File: src/rtl/seq_booth_multiplier.sv
// seq_booth_multiplier: signed radix-2 Booth multiplier, one add/sub/skip step per clock
module ripple_adder #(
  parameter int W = 33
) (
  input  logic [W-1:0] a_i,
  input  logic [W-1:0] b_i,
  input  logic         cin_i,
  output logic [W-1:0] sum_o,
  output logic         cout_o,
  output logic         of_o
);
  logic [W:0] c;
  assign c[0] = cin_i;
  for (genvar i = 0; i < W; i++) begin : g_bit
    assign sum_o[i] = a_i[i] ^ b_i[i] ^ c[i];
    assign c[i+1]   = (a_i[i] & b_i[i]) | (c[i] & (a_i[i] ^ b_i[i]));
  end
  assign cout_o = c[W];
  assign of_o   = c[W] ^ c[W-1];
endmodule

module seq_booth_multiplier #(
  parameter int N = 32
) (
  input  logic           clk,
  input  logic           rst,
  input  logic           start,
  input  logic [N-1:0]   a,
  input  logic [N-1:0]   b,
  output logic           busy,
  output logic           done,
  output logic [2*N-1:0] product
);
  localparam int CW = $clog2(N) + 1;
  localparam logic [1:0] IDLE = 2'd0;
  localparam logic [1:0] LOAD = 2'd1;
  localparam logic [1:0] RUN  = 2'd2;
  localparam logic [1:0] FIN  = 2'd3;
  logic [1:0]     state_q, state_d;
  logic [N:0]     m_q, m_d, acc_q, acc_d, sum, acc_n;
  logic [N-1:0]   q_q, q_d;
  logic           q1_q, q1_d, done_q, done_d;
  logic [CW-1:0]  cnt_q, cnt_d;
  logic [2*N-1:0] product_q, product_d;
  logic           add_en, sub, cout_unused, of_unused;
  // Idle and skip steps feed zero to the adder so it never sees an overflowing operand pair
  assign sub    = q_q[0] & ~q1_q;
  assign add_en = (state_q == RUN) && (q_q[0] ^ q1_q);
  ripple_adder #(.W(N + 1)) u_add (
    .a_i   (acc_q),
    .b_i   (add_en ? (sub ? ~m_q : m_q) : '0),
    .cin_i (add_en & sub),
    .sum_o (sum),
    .cout_o(cout_unused),
    .of_o  (of_unused)
  );
  assign acc_n   = add_en ? sum : acc_q;
  assign busy    = (state_q == LOAD) || (state_q == RUN);
  assign done    = done_q;
  assign product = product_q;
  // Next-state: load operands, then N add/sub + arithmetic-shift steps, then publish
  always_comb begin
    state_d   = state_q;
    m_d       = m_q;
    acc_d     = acc_q;
    q_d       = q_q;
    q1_d      = q1_q;
    cnt_d     = cnt_q;
    done_d    = 1'b0;
    product_d = product_q;
    unique case (state_q)
      IDLE, FIN: state_d = start ? LOAD : IDLE;
      LOAD: begin
        m_d     = {a[N-1], a};
        acc_d   = '0;
        q_d     = b;
        q1_d    = 1'b0;
        cnt_d   = '0;
        state_d = RUN;
      end
      default: begin
        acc_d = {acc_n[N], acc_n[N:1]};
        q_d   = {acc_n[0], q_q[N-1:1]};
        q1_d  = q_q[0];
        cnt_d = cnt_q + 1'b1;
        if (cnt_q == CW'(N - 1)) begin
          state_d   = FIN;
          done_d    = 1'b1;
          product_d = {acc_n, q_q[N-1:1]};
        end
      end
    endcase
  end
  // State registers with synchronous reset that discards any in-flight result
  always_ff @(posedge clk) begin
    if (rst) begin
      state_q   <= IDLE;
      m_q       <= '0;
      acc_q     <= '0;
      q_q       <= '0;
      q1_q      <= 1'b0;
      cnt_q     <= '0;
      done_q    <= 1'b0;
      product_q <= '0;
    end else begin
      state_q   <= state_d;
      m_q       <= m_d;
      acc_q     <= acc_d;
      q_q       <= q_d;
      q1_q      <= q1_d;
      cnt_q     <= cnt_d;
      done_q    <= done_d;
      product_q <= product_d;
    end
  end
endmodule

File: config.mk
export PLATFORM = sky130hd
export DESIGN_NAME = seq_booth_multiplier
export DESIGN_NICKNAME = d
export VERILOG_FILES = /design/src/rtl/seq_booth_multiplier.sv
export SDC_FILE = /design/constraint.sdc
export NUM_CORES = 1
export LEC_CHECK = 0
export CORE_MARGIN = 4
export CORE_UTILIZATION = 39
export DETAILED_ROUTE_END_ITERATION = 12
export PLACE_DENSITY = 0.69
export SLEW_MARGIN = 15
export SYNTH_ARGS = -nofsm -noshare
export SYNTH_HDL_FRONTEND = slang
export SYNTH_HIERARCHICAL = 1
export SYNTH_SLANG_ARGS = --single-unit
File: constraint.sdc
create_clock -name clk -period 22.2 [get_ports clk]
set_input_delay 6.66 -clock clk [delete_from_list [all_inputs] [get_ports clk]]
set_output_delay 6.66 -clock clk [all_outputs]
set_load 0.005 [all_outputs]
==> After elaboration in Yosys (flattened, before gate mapping) <==
Index checks and enable logic that the tools add are counted.
{ "totals": {"ff_bits": 171, "input_bits": 67, "output_inout_bits": 66, "word_cells": 200} }
{ "classes": {"n_addsub": 1, "eq_ne": 4, "mux": 11, "n_bitwise": 168, "n_reduce_logical": 8} }
{ "ops": {"columns": ["cell", "n"], "rows": [
  ["$mux 33", 3],
  ["$xor 1x1->1", 67],
  ["$and 1x1->1", 66],
  ["$pmux 33 s2", 1],
  ["$pmux 32 s2", 1],
  ["$not 33->33", 1],
  ["$or 1x1->1", 32],
  ["$pmux 6 s2", 1],
  ["$add 6x1->6 const B", 1],
  ["$eq 6x5->1 const B", 1],
  ["$eq 2x2->1 const B", 2],
  ["$pmux 2 s2", 1],
  ["$reduce_or 4->1", 1],
  ["$reduce_bool 3->1", 1],
  ["$reduce_or 3->1", 1],
  ["$eq 2x1->1 const B", 1],
  ["$logic_not 2->1", 1],
  ["$mux 1", 2],
  ["$mux 2", 1],
  ["$not 1->1", 2],
  ["$pmux 1 s2", 1],
  ["$reduce_and 2->1", 1],
  ["$reduce_or 2->1", 1],
  ["$logic_and 1x1->1", 1],
  ["$logic_or 1x1->1", 1]
]} }

==> Depth between registers and ports, before layout <==
{ "logic_depth": {"ltp_word": 72, "ltp_mapped": 45, "mapped_depth_nobuf": 43} }

==> Modules after synthesis <==
Netlist, hierarchy kept.
{ "by_module_without_submodules": {"columns": ["module", "n_inst", "cells_per_inst", "area_each_um2", "seq_area_each_um2"], "rows": [
  ["seq_booth_multiplier", 1, 810, 7179.4, 3403.3],
  ["ripple_adder", 1, 44, 706.9, 0.0]
]} }

==> Worst setup path after synthesis <==
OpenSTA, ideal clock, no wires.
{ "synth_path": {"kind": "flip-flop to flip-flop", "startpoint": "reg state_q[0]", "endpoint": "reg acc_q[31]", "setup_time_ns": 0.092, "t_arrival_ns": 13.940, "required_ns": 22.108, "path_slack_ns": 8.167, "stages_incl_launch_ff": 46, "n_path_buf": 2, "synth_period_minus_slack_ns": 14.033, "cell_sequence": "dfxtp_1 inv_1 ha_1 nor2b_1 buf_4 buf_2 and2_1 fa_1 fa_1 fa_1 fa_1 fa_1 fa_1 fa_1 fa_1 fa_1 fa_1 fa_1 [... 10 more ...] fa_1 fa_1 fa_1 fa_1 fa_1 fa_1 fa_1 fa_1 fa_1 fa_1 fa_1 fa_1 fa_1 inv_1 fa_1 inv_1 a31oi_1 o32ai_1"} }
{ "synth_via": {"elab_chain_len": 71, "word_cells_on_any_way": 140, "cone_classes": "eq/ne: 3; mux: 3; bitwise: 131; reduce/logical: 3"} }
{ "synth_rtl": {"columns": ["item", "line", "source"], "rows": [
  ["from (decl)", "39", "logic [1:0] state_q, state_d;"],
  ["from (signal assigned)", "106", "state_q <= state_d;"],
  ["$eq 2x2->1 (*)", "48", "assign add_en = (state_q == RUN) && (q_q[0] ^ q1_q);"],
  ["$logic_and 1x1->1 (*)", "48", null],
  ["$mux 33", "51", ".b_i (add_en ? (sub ? ~m_q : m_q) : '0),"],
  ["$xor 1x1->1", "16", "assign c[i+1] = (a_i[i] & b_i[i]) | (c[i] & (a_i[i] ^ b_i[i]));"],
  ["$and 1x1->1", "16", null],
  ["$or 1x1->1", "16", null],
  ["$and 1x1->1", "16", null],
  ["$or 1x1->1", "16", null],
  ["[... 56 more ...]", null, null],
  ["$and 1x1->1", "16", null],
  ["$or 1x1->1", "16", null],
  ["$and 1x1->1", "16", null],
  ["$or 1x1->1", "16", null],
  ["$xor 1x1->1 (*)", "15", "assign sum_o[i] = a_i[i] ^ b_i[i] ^ c[i];"],
  ["net sum[32]", "40", "logic [N:0] m_q, m_d, acc_q, acc_d, sum, acc_n;"],
  ["$mux 33 (*)", "57", "assign acc_n = add_en ? sum : acc_q;"],
  ["$pmux 33 s2 (*)", "71", "unique case (state_q)"],
  ["to (signal assigned)", "99", "acc_q <= '0;"],
  ["to (signal assigned)", "108", "acc_q <= acc_d;"],
  ["to (decl)", "40", null]
]} }
Mark *: on every way through the listed nets, which the timed path passes. The rest lies on a longest branch.
A chain may end at the register's enable or synchronous reset.

==> Worst setup path after layout <==
{ "layout_path": {"startpoint": "reg q_q[0]", "endpoint": "reg acc_q[31]"} }
{ "layout_via": {"elab_chain_len": 71, "word_cells_on_any_way": 138, "cone_classes": "mux: 4; bitwise: 133; reduce/logical: 1"} }
{ "layout_rtl": {"columns": ["item", "line", "source"], "rows": [
  ["from (decl)", "41", "logic [N-1:0] q_q, q_d;"],
  ["from (signal assigned)", "109", "q_q <= q_d;"],
  ["$and 1x1->1 / $xor 1x1->1 (equally long branches)", "47, 48", null],
  ["$mux 33 / $logic_and 1x1->1 (equally long branches)", "51, 48", null],
  ["$mux 33", "51", null],
  ["$xor 1x1->1", "16", null],
  ["$and 1x1->1", "16", null],
  ["$or 1x1->1", "16", null],
  ["$and 1x1->1", "16", null],
  ["$or 1x1->1", "16", null],
  ["[... 56 more ...]", null, null],
  ["$and 1x1->1", "16", null],
  ["$or 1x1->1", "16", null],
  ["$and 1x1->1", "16", null],
  ["$or 1x1->1", "16", null],
  ["$xor 1x1->1 (*)", "15", null],
  ["net sum[32]", "40", null],
  ["$mux 33 (*)", "57", null],
  ["$pmux 33 s2 (*)", "71", null]
]} }
Marks and branches as above.

==> qor.csv <==
stage;metric;value;unit
sta;hold_viol;0;
pwr;irDropWorstVdd;66.37;µV
finish;num-nets-final;1050;
sta;setup_viol;0;
min_path;hold_class;flop to flop;
sta;timing.fmax;67.29;MHz
finish;n_antenna_cell;0;
floorplan;rows;51;
pwr;swShare;34.80;%
setup_path;rr_worst_depth;42;
pwr;cell_internal_pwr;0.0006330;W
clocking;clock_latency;0.43;ns
yosys;synth.net_count;959;
pwr;share_seq_of_total_power;39.1;%
yosys;syn_area;7874;µm²
global_routing;overflow;0;
sta;worst_clock_skew;0.009232;ns
sta;layout_min_cycle_time;14.86;ns
pwr;p_clk_share;28.8;%
clocking;htreeDepth;4;
setup_path;critical_path_class;flop to flop;
sta;slew_viol_final;0;
global_routing;grt_pass1_vias;5934;
clocking;cts.sinks;170;
run_status;status;finished, final reports clean;
job;max_cap_viol_count;0;
min_path;hold_path_depth;2;
pwr;switchingPower;0.0003378;W
sta;whs;0.4531;ns
setup_path;end_kind;flop;
pwr;p_comb_share;32.0;%
finish;utilization;49.97;%
sta;worstMarginPinSlew;0.9606;ns
clocking;cts_tree;done;
clocking;ctsResizeCount;0;
finish;layout_common_cells;nor2_1 (195), dfxtp_1 (170), clkdlybuf4s50_1 (131);
finish;mostFrequentLayoutCell;nor2_1;
place;pre_cts_ws;7.411;ns
route;wl_per_cell;14.36;µm
setup_path;crit_path_max_fanout;33;
yosys;netlist_instances;852;
finish;syn2layout_area_growth;24.73;%
pwr;p_per_area;98.86;nW/µm²
setup_path;crit_top_cell;fa_1;
route;routed_wirelength;17520;µm
finish;drive_gt1_share;8.272;%
setup_path;worstSetupStartpointType;flop;
global_routing;antenna_found_initial;0;
floorplan;core_area;19650;µm²
floorplan;die_x;150.1;µm
pwr;power.leakage;3.519;nW
clocking;numCtsBuffers;17;
sta;relSlewSlack;35.96;%
setup_path;crit_required;22.52;ns
route;vias_per_cell;4.885;
global_routing;grt_max_degree;93;
setup_path;cp_slowest_cell;ha_2;
floorplan;die_y;150.1;µm
global_routing;grt_pass1_wl;29540;µm
route;vias;5960;
setup_path;cp.arrival;15.18;ns
floorplan;ios;133;
sta;setup_tns;0;ns
yosys;ys.warnings.count;6;
route;ant_nets;0;
floorplan;start_util;40.06;%
sta;rsz0062_at_grt;false;
yosys;avgSynthCellArea;9.242;µm²
clocking;root_buffer;clkbuf_16;
clocking;cts_setup_buffers;0;
global_routing;track_usage;16.12;%
clocking;cts.clk_slew.worst_paths;0.07;ns
route;drt_iter0_drc;296;
finish;stdcell_count;1220;
clocking;ctsHoldBuffers;0;
sta;worst_slack;7.338;ns
place;dp_hpwl;11710;µm
floorplan;dieArea;22530;µm²
place;place.gp.congestion;0.7708;
sta;period_share;66.95;%
route;drc_errors;0;
place;portBuffers;132;
route;drtPass1Iterations;4;
place;dp_cells;1188;
clocking;cts_buffer_depth;2;
setup_path;slowest_delay;0.83;ns
-- routing by layer --
layer,vias to the layer above,GRT usage [%],part of all wire (%)
met5,-,0,0
met1,2833,21.67,48
li1,3024,-,-
met2,92,26.40,47
met4,0,4.117,0.96
met3,11,3.642,4.1
-- critical path: cells and delay by family (launching register included) --
family / cells / cell delay, ns
AND/OR/NAND/NOR: 1 / 0.08
adder cells (fa/ha/maj): 34 / 13.60
flip-flops: 1 / 0.37
buffers and inverters: 4 / 0.27
XOR/XNOR: 1 / 0.20
AO/OA/AOI/OAI: 2 / 0.23
-- worst paths after layout --
path         slack (ns)                  endpoint                startpoint
max                7.34    acc_q[31]$_SDFFE_PP0N_       q_q[0]$_SDFFE_PP0N_
min                0.45  product[14]$_SDFFE_PP0P_  product[14]$_SDFFE_PP0P_
max reg2reg        7.34    acc_q[31]$_SDFFE_PP0N_       q_q[0]$_SDFFE_PP0N_
min reg2reg        0.45  product[14]$_SDFFE_PP0P_  product[14]$_SDFFE_PP0P_
-- flip-flops by register name, indices dropped and copies added (netlist names) --
register,count
done,1
state_q,2
product,64
q1_q,1
cnt_q,6
acc_q,32
q_q,32
m_q,32
-- per-stage QoR --
stage          area, µm²   power, W
2_1_floorplan       7874  0.0006310
3_3_place_gp        9254  0.0006941
3_5_place_dp        9254  0.0006986
4_1_cts             9806  0.0009792
5_1_grt             9821   0.001035
6_report            9821  0.0009709
-- cell type report --
type	count	area (µm²)
Fill cell	1913	9833
Multi-Input combinational cell	597	4084
Sequential cell	170	3403
Timing Repair Buffer	140	1386
Clock buffer	19	432.9
Tap cell	265	331.6
Clock inverter	12	118.9
Inverter	17	63.81
-- power by group through the flow --
stage	clock network [W]	registers, W	logic, W
6_report	0.000280	0.000380	0.000311
5_1_grt	0.000299	0.000386	0.000349
4_1_cts	0.000286	0.000380	0.000313
3_5_place_dp	0	0.000387	0.000312
3_3_place_gp	0	0.000385	0.000309
2_1_floorplan	0	0.000378	0.000253
Power figures use the tool's default switching activity.
